**src/rtl/lsu_pkg.sv**
```systemverilog
// Shared types and helpers for the LSU memory initiator: RV32I width codes,
// FSM state encoding and alignment helpers.
package lsu_pkg;

  localparam logic [2:0] F3_B  = 3'd0;
  localparam logic [2:0] F3_H  = 3'd1;
  localparam logic [2:0] F3_W  = 3'd2;
  localparam logic [2:0] F3_BU = 3'd4;
  localparam logic [2:0] F3_HU = 3'd5;

  typedef enum logic [1:0] {
    S_IDLE  = 2'd0,
    S_STORE = 2'd1,
    S_LOAD  = 2'd2,
    S_RESP  = 2'd3
  } lsu_state_e;

  function automatic logic is_legal_f3(input logic [2:0] func3);
    return (func3 == F3_B) || (func3 == F3_H) || (func3 == F3_W) ||
           (func3 == F3_BU) || (func3 == F3_HU);
  endfunction

  function automatic logic is_misaligned(input logic [2:0] func3, input logic [1:0] addr_lo);
    case (func3)
      F3_H, F3_HU: return addr_lo[0];
      F3_W:        return addr_lo != 2'b00;
      default:     return 1'b0;
    endcase
  endfunction

  // Natural alignment for the access width; byte accesses are never touched.
  function automatic logic [1:0] align_lo(input logic [2:0] func3, input logic [1:0] addr_lo);
    case (func3)
      F3_H, F3_HU: return {addr_lo[1], 1'b0};
      F3_W:        return 2'b00;
      default:     return addr_lo;
    endcase
  endfunction

endpackage

```
**src/rtl/lsu_load_align.sv**
```systemverilog
// Load lane extraction: picks the byte/half lane out of a memory word and
// sign- or zero-extends it according to the RV32I width code.
module lsu_load_align
  import lsu_pkg::*;
(
  input  logic [31:0] word,
  input  logic [1:0]  lane,
  input  logic [2:0]  func3,
  output logic [31:0] result
);

  logic [7:0]  byte_v;
  logic [15:0] half_v;

  always_comb begin
    byte_v = word[7:0];
    case (lane)
      2'd1:    byte_v = word[15:8];
      2'd2:    byte_v = word[23:16];
      2'd3:    byte_v = word[31:24];
      default: byte_v = word[7:0];
    endcase
    half_v = lane[1] ? word[31:16] : word[15:0];

    result = '0;
    case (func3)
      F3_B:    result = {{24{byte_v[7]}}, byte_v};
      F3_BU:   result = {24'd0, byte_v};
      F3_H:    result = {{16{half_v[15]}}, half_v};
      F3_HU:   result = {16'd0, half_v};
      F3_W:    result = word;
      default: result = '0;
    endcase
  end

endmodule

```
**src/rtl/lsu_mem_initiator.sv**
```systemverilog
// Load/store initiator on the unified memory data port. Optional misalignment
// trap is enabled by defining LSU_MISALIGN_TRAP_EN (adds io_resp_misalign).
//
// state | meaning
// IDLE  | ready for a request from EX
// STORE | write strobe to memory, one cycle
// LOAD  | address held for READ_LAT cycles, word captured on the last
// RESP  | result presented to WB until taken
module lsu_mem_initiator
  import lsu_pkg::*;
#(
  parameter int unsigned READ_LAT = 1,
  parameter int unsigned ADDR_W   = 64
) (
  input  logic              clock,
  input  logic              reset,
  input  logic              io_req_valid,
  output logic              io_req_ready,
  input  logic              io_req_isStore,
  input  logic [ADDR_W-1:0] io_req_addr,
  input  logic [31:0]       io_req_wdata,
  input  logic [2:0]        io_req_func3,
  output logic              io_resp_valid,
  input  logic              io_resp_ready,
  output logic [31:0]       io_resp_data,
  output logic [ADDR_W-1:0] io_lsu_mem_dataAddr,
  output logic              io_lsu_mem_writeEn,
  output logic [31:0]       io_lsu_mem_writeData,
  output logic [2:0]        io_lsu_mem_func3,
`ifdef LSU_MISALIGN_TRAP_EN
  output logic              io_resp_misalign,
`endif
  input  logic [31:0]       io_mem_lsu_data
);

  localparam logic [2:0] LAT_LAST = 3'(READ_LAT - 1);

  lsu_state_e        state_q, state_d;
  logic [ADDR_W-1:0] addr_q;
  logic [31:0]       wdata_q;
  logic [2:0]        func3_q;
  logic [2:0]        cnt_q;
  logic [31:0]       rdata_q;
  logic              mis_q;
  logic              trap_hit;
  logic [31:0]       load_result;

`ifdef LSU_MISALIGN_TRAP_EN
  assign trap_hit         = is_misaligned(io_req_func3, io_req_addr[1:0]);
  assign io_resp_misalign = (state_q == S_RESP) && mis_q;
`else
  assign trap_hit = 1'b0;
`endif

  lsu_load_align u_align (
    .word   (io_mem_lsu_data),
    .lane   (addr_q[1:0]),
    .func3  (func3_q),
    .result (load_result)
  );

  always_comb begin
    state_d              = state_q;
    io_req_ready         = 1'b0;
    io_resp_valid        = 1'b0;
    io_resp_data         = '0;
    io_lsu_mem_dataAddr  = '0;
    io_lsu_mem_writeEn   = 1'b0;
    io_lsu_mem_writeData = '0;
    io_lsu_mem_func3     = '0;
    case (state_q)
      S_IDLE: begin
        io_req_ready = 1'b1;
        if (io_req_valid) begin
          if (!is_legal_f3(io_req_func3) || trap_hit) state_d = S_RESP;
          else if (io_req_isStore)                    state_d = S_STORE;
          else                                        state_d = S_LOAD;
        end
      end
      S_STORE: begin
        io_lsu_mem_dataAddr  = addr_q;
        io_lsu_mem_func3     = func3_q;
        io_lsu_mem_writeData = wdata_q;
        // Reset kills the strobe in the same cycle so an unissued store is dropped.
        io_lsu_mem_writeEn   = !reset;
        state_d              = S_RESP;
      end
      S_LOAD: begin
        io_lsu_mem_dataAddr = addr_q;
        io_lsu_mem_func3    = func3_q;
        if (cnt_q == 3'd0) state_d = S_RESP;
      end
      S_RESP: begin
        io_resp_valid = 1'b1;
        io_resp_data  = rdata_q;
        if (io_resp_ready) state_d = S_IDLE;
      end
      default: state_d = S_IDLE;
    endcase
  end

  always_ff @(posedge clock) begin
    if (reset) begin
      state_q <= S_IDLE;
      addr_q  <= '0;
      wdata_q <= '0;
      func3_q <= '0;
      cnt_q   <= '0;
      rdata_q <= '0;
      mis_q   <= 1'b0;
    end else begin
      state_q <= state_d;
      case (state_q)
        S_IDLE: begin
          if (io_req_valid) begin
            addr_q  <= {io_req_addr[ADDR_W-1:2], align_lo(io_req_func3, io_req_addr[1:0])};
            wdata_q <= io_req_wdata;
            func3_q <= io_req_func3;
            cnt_q   <= LAT_LAST;
            rdata_q <= '0;
            mis_q   <= trap_hit;
          end
        end
        S_LOAD: begin
          if (cnt_q == 3'd0) rdata_q <= load_result;
          else               cnt_q   <= cnt_q - 3'd1;
        end
        default: ;
      endcase
    end
  end

endmodule

```
**config.mk**
```make
export PLATFORM = sky130hd
export DESIGN_NAME = lsu_mem_initiator
export DESIGN_NICKNAME = d
export VERILOG_FILES = /design/src/rtl/lsu_pkg.sv /design/src/rtl/lsu_load_align.sv /design/src/rtl/lsu_mem_initiator.sv
export SDC_FILE = /design/constraint.sdc
export NUM_CORES = 1
export LEC_CHECK = 0
export BUFFER_PORTS_ARGS = -buffer_cell sky130_fd_sc_hd__buf_2
export CORE_AREA = 3 3 119 121
export DETAILED_ROUTE_END_ITERATION = 7
export DIE_AREA = 0 0 122 124
export HOLD_SLACK_MARGIN = 0.02
export PLACE_DENSITY = 0.86
export RECOVER_POWER = 50
export SLEW_MARGIN = 20
export SYNTH_ARGS = -nofsm -noshare
export SYNTH_HDL_FRONTEND = slang
export SYNTH_HIERARCHICAL = 1
export SYNTH_SLANG_ARGS = --single-unit
```
**constraint.sdc**
```tcl
create_clock -name clock -period 4.5 [get_ports clock]
set_input_delay 0.45 -clock clock [delete_from_list [all_inputs] [get_ports clock]]
set_output_delay 0.45 -clock clock [all_outputs]
set_load 0.01 [all_outputs]
```
# ---- Word level (Yosys, flattened, before mapping)
# Index checks and enable logic that the tools add are counted.
dict set report op_classes {
  n_reduce_logical 16
  addsub 1
  mux 23
  eq_ne 18
}
# operator n
set ops {}
lappend ops {{$pmux 32 s5} 1}
lappend ops {{$mux 32} 4}
lappend ops {{$mux 64} 1}
lappend ops {{$pmux 32 s2} 1}
lappend ops {{$pmux 8 s3} 1}
lappend ops {{$mux 16} 1}
lappend ops {{$eq 3x3->1 const B} 4}
lappend ops {{$mux 2} 5}
lappend ops {{$logic_not 3->1} 3}
lappend ops {{$mux 3} 3}
lappend ops {{$reduce_and 3->1} 3}
lappend ops {{$eq 2x2->1 const B} 4}
lappend ops {{$ne 2x2->1 const B} 4}
lappend ops {{$pmux 2 s4} 1}
lappend ops {{$eq 3x1->1 const B} 2}
lappend ops {{$eq 3x2->1 const B} 2}
lappend ops {{$pmux 3 s2} 1}
lappend ops {{$eq 2x1->1 const B} 2}
lappend ops {{$logic_or 1x1->1} 4}
lappend ops {{$pmux 2 s2} 1}
lappend ops {{$reduce_or 2->1} 2}
lappend ops {{$mux 1} 3}
lappend ops {{$sub 3x1->3 const B} 1}
lappend ops {{$logic_not 2->1} 1}
lappend ops {{3 further kinds} 3}
dict set report totals {
  ff_bits 136
  input_bits 136
}

# ---- Logic depth before layout (Yosys ltp)
dict set report depth {
  ltp_word 8
  ltp_mapped 9
}

# ---- Cells and area by module
# Netlist, hierarchy kept.
# mod seq_area_each_um2 area_each_um2 instances cells_each
set by_module_without_submodules {}
lappend by_module_without_submodules {lsu_mem_initiator 2722.6 6019.5 1 776}
lappend by_module_without_submodules {lsu_load_align 0.0 1066.0 1 128}

# ---- Worst setup path after synthesis
# No wires, ideal clock.
dict set report synth_path {
  path_kind {register to output}
  start {register state_q[0]}
  end {output port io_lsu_mem_dataAddr[53]}
  path_buffers 2
  slack_ns 2.656
  stages_incl_launch_ff 6
  arrival_time_ns 1.394
  path_cell_list {dfxtp_1 inv_1 ha_1 clkbuf_1 clkbuf_1 and2_1}
}
dict set report synth_via {
  elab_chain_cells 3
  word_cells_on_any_way 4
  cone_classes {eq/ne (2); mux (1); reduce/logical (1)}
}
# element line
set synth_lines {}
lappend synth_lines {{start: declaration} lsu_mem_initiator.sv:38} ;# lsu_state_e state_q, state_d;
lappend synth_lines {{start signal: assignment} lsu_mem_initiator.sv:112} ;# state_q <= state_d;
lappend synth_lines {{$eq 2x2->1 / $eq 2x1->1 (equally long branches)} lsu_mem_initiator.sv:71} ;# case (state_q)
lappend synth_lines {{$reduce_or 2->1 (no source line) *} n/a}
lappend synth_lines {{$mux 64 *} lsu_mem_initiator.sv:71}
lappend synth_lines {{end: declaration} lsu_mem_initiator.sv:26} ;# output logic [ADDR_W-1:0] io_lsu_mem_dataAddr,
# Every way passes the cells marked *; elsewhere a longest branch is shown, timed or not.

# ---- Worst setup path after layout
dict set report layout_path {
  start {register state_q[0]}
  end {register rdata_q[3]}
}
dict set report layout_via {
  elab_chain_cells 3
  word_cells_on_any_way 7
  cone_classes {eq/ne (3); mux (1); reduce/logical (3)}
}
# element line
set layout_lines {}
lappend layout_lines {{$eq 2x2->1 / $logic_not 2->1 (equally long branches)} lsu_mem_initiator.sv:113} ;# case (state_q)
lappend layout_lines {{$ne 2x2->1 (no source line) / $reduce_bool 2->1 (equally long branches)} n/a}
lappend layout_lines {{$reduce_and 3->1 (no source line)} n/a}
lappend layout_lines {{end signal: assignment} lsu_mem_initiator.sv:125} ;# if (cnt_q == 3'd0) rdata_q <= load_result;
lappend layout_lines {{end: declaration} lsu_mem_initiator.sv:43} ;# logic [31:0] rdata_q;
# Parallel ways exist; a longest one is shown, timed or not.
# A chain may end at the register's enable or synchronous reset.

==> results.tsv <==
stage	metric	value	unit
grt	grt_overflow	0	
clock_network	ctsHtreeMaxLevel	4	
power_and_ir_drop	irDropWorstVdd	0.3805	mV
timing	max-slew-margin-rel	-0.2259	
floorplanning	die_area	15130	um^2
power_and_ir_drop	total_power	4.552	mW
detailed_routing	drc	0	
detailed_routing	via_count	7328	
synthesis	synth_top_area_share	0.3842	
floorplanning	ios	270	
layout	final_common_cell	buf_2	
placement	dp_slack	2017	ps
layout	fillCellCount	1132	
synthesis	netlist_instances	904	
synthesis	synth_area	7086	um^2
setup_path	crit_path_end_kind	register	
timing	finalClockSkew	7.001	ps
synthesis	ys_async_sr_fraction	0	
synthesis	synth_area_leaders	dfxtp_1 38%, and2_1 12%, nand2_1 11%, a21oi_1 9.5%, o31ai_1 3.7%	
clock_network	cts_sinks	136	
grt	grt_start_max_net_pins	100	
timing	finalCritPeriodShare	0.6831	
synthesis	synth_adder_area_share	0.01236	
clock_network	clkLatencyLatePin	410	ps
timing	max_freq	325.3	MHz
detailed_routing	wl_per_cell	16.88	um
setup_path	crit_path_start_kind	register	
layout	final_cell_mix	254 x buf_2, 205 x nand2_1, 136 x dfxtp_1	
placement	gp_congestion	0.9924	
clock_network	clockRootBuffer	clkbuf_16	
timing	setup_viol	0	
setup_path	cp_slowest_stage_delay	970	ps
placement	place_hpwl	14470	um
power_and_ir_drop	power_per_cell_area	510.5	nW/um^2
grt	grt_pass1_vias	6775	
floorplanning	fp.dieW	122	um
setup_path	critPathArrivalTime	3410	ps
clock_network	cts.repair.resized	0	
grt	antenna_found_initial	6	
clock_network	cts_buffer_depth	2	
synthesis	seq_area_frac_synth	0.3842	
synthesis	yosysUniqueCellTypes	43	
timing	hold_viol	0	
synthesis	synth_area_leader_cell	dfxtp_1	
detailed_routing	drtPass1Iterations	5	
grt	grtUsageTotal	0.2789	
layout	drive_above_1_share	0.2870	
timing	grt_setup_unrepaired	no	
synthesis	ys.flop_type	dfxtp_1	
synthesis	yosysWarnings	6	
setup_path	path_max_fanout	20	
setup_path	crit_slowest_cell	nor2_1	
timing	fin_setup_tns	0	ps
power_and_ir_drop	leakagePower	3.977	nW
synthesis	ys_seq_elements	136	
clock_network	clkTransAtPathRegs	60	ps
clock_network	cts_made_buffers	17	
synthesis	synth_compound_area_frac	0.2209	
placement	port_buffers	269	
synthesis	synth_top_family_by_area	simple AND/OR/NAND/NOR gates	
setup_path	crit_chain	inv_1, ha_1, nor2_1, clkbuf_1, o31ai_1, a21oi_1	
run_status	violations	max-capacitance violations, max-slew violations	
layout	nets	1253	
synthesis	synth.area.mux_share	0.02790	
timing	period_needed	3074	ps
flow_run	cap_viol_max_count	1	
synthesis	synthSimpleGateAreaFrac	0.2864	
clock_network	cts_tree	yes	
floorplanning	rows	42	
clock_network	hold_buffers	0	
setup_path	worstPathRequired	4840	ps
grt	grt_pass1_wl	33620	um
setup_path	path_class	reg -> reg	
detailed_routing	wl	21990	um
synthesis	syn_avg_cell_area	7.838	um^2
floorplanning	fp.dieH	124	um
floorplanning	fp.coreArea	13190	um^2
detailed_routing	viasPerCell	5.624	
timing	drv_slew	100	
synthesis	synth_nets	1047	
detailed_routing	drt_iter0_drc	970	
run_status	outcome	finished with violations	
synthesis	synth_xor_area_frac	0	
timing	finalWorstSetupSlack	1426	ps
layout	area_growth	25.85	%
synthesis	synth_edf_count	0	
detailed_routing	ant_nets	0	
timing	worst_pin_slew	1839	ps
floorplanning	start_util	0.5372	
clock_network	post-cts-setup-buffers	0	
worst_hold_path	min_path_type	in -> reg	
cell type report:
class / count / area, um^2 / area share
diodes: 5 / 12.51 / 0.001403
clock buffers: 20 / 446.7 / 0.05009
clock inverters: 11 / 196.4 / 0.02203
inverters: 9 / 33.78 / 0.003788
multi-input cells: 668 / 3894 / 0.4366
flip-flops and latches: 136 / 2723 / 0.3053
well taps: 176 / 220.2 / 0.02469
repair buffers: 278 / 1391 / 0.1560
power by group:
group          switching (mW)  leakage, nW  internal (mW)
Sequential              0.131         1.11           1.41
Clock                   0.532        0.307          0.998
Combinational           0.979         2.56          0.499
routing by layer:
layer	global-route usage	wire, um	up-vias
met2	0.4586	10750	328
met3	0.1117	2333	44
met1	0.3329	8469	3411
li1	-	-	3541
met4	0.09524	422	4
met5	0	22	-
cells by family (layout without fill, tap and decap cells):
| family | count (synthesis) | in the layout |
|---|---|---|
| AO/OA/AOI/OAI | 245 | 245 |
| AND/OR/NAND/NOR | 398 | 398 |
| buffers and inverters | 100 | 318 |
| other | 0 | 5 |
| flip-flops | 136 | 136 |
| adder cells (fa/ha/maj) | 7 | 7 |
| multiplexers | 18 | 18 |
cells in the mapped netlist, types with 2 or more instances:
| master | n |
|---|---|
| a22oi_1 | 24 |
| and2_1 | 133 |
| clkbuf_1 | 45 |
| nor2b_1 | 6 |
| a222oi_1 | 7 |
| inv_1 | 8 |
| nand2b_1 | 2 |
| dfxtp_1 | 136 |
| o22ai_1 | 2 |
| nand4b_1 | 2 |
| a211oi_1 | 16 |
| buf_2 | 35 |
| or4bb_1 | 7 |
| buf_6 | 6 |
| mux2_2 | 10 |
| nand2_1 | 206 |
| ha_1 | 7 |
| mux2i_1 | 7 |
| o311ai_0 | 2 |
| o31ai_1 | 35 |
| o21ai_1 | 5 |
| nand4_1 | 33 |
| o21ai_0 | 7 |
| o221ai_2 | 7 |
| buf_4 | 5 |
| a21oi_1 | 134 |
through the flow:
step / cell area, um^2 / std cells / hold WS, ps / utilization
3_3_place_gp: 8288 / 1267 / 436.9 / 0.6283
5_1_grt: 8912 / 1301 / 255.3 / 0.6757
3_5_place_dp: 8290 / 1267 / 441.8 / 0.6285
4_1_cts: 8934 / 1298 / 259.6 / 0.6773
6_report: 8917 / 1303 / 266.8 / 0.6761
2_1_floorplan: 7086 / 904 / 431.7 / -
worst max-delay path: cells and delay by family (launching register included):
family / cells / cell delay (ps)
and+or+nand+nor: 1 / 970
buffers and inverters: 2 / 910
adders and majority gates: 1 / 430
DFF: 1 / 370
AOI/OAI and AO/OA: 2 / 320
final timing paths:
check / startpoint / endpoint / slack [ps] / cells after the start
worst min-delay path: io_req_addr[33] / addr_q[33] / 270 / 3
worst min register to register: addr_q[41] / addr_q[41] / 450 / 2
worst max-delay path: state_q[0] / rdata_q[3] / 1430 / 6
worst max register to register: state_q[0] / rdata_q[3] / 1430 / 6
state kept, by name (all words and copies together) (netlist names):
register,count
func3_q,3
addr_q,64
wdata_q,32
rdata_q,32
cnt_q,3
state_q,2
(Power assumes the default switching activity.)
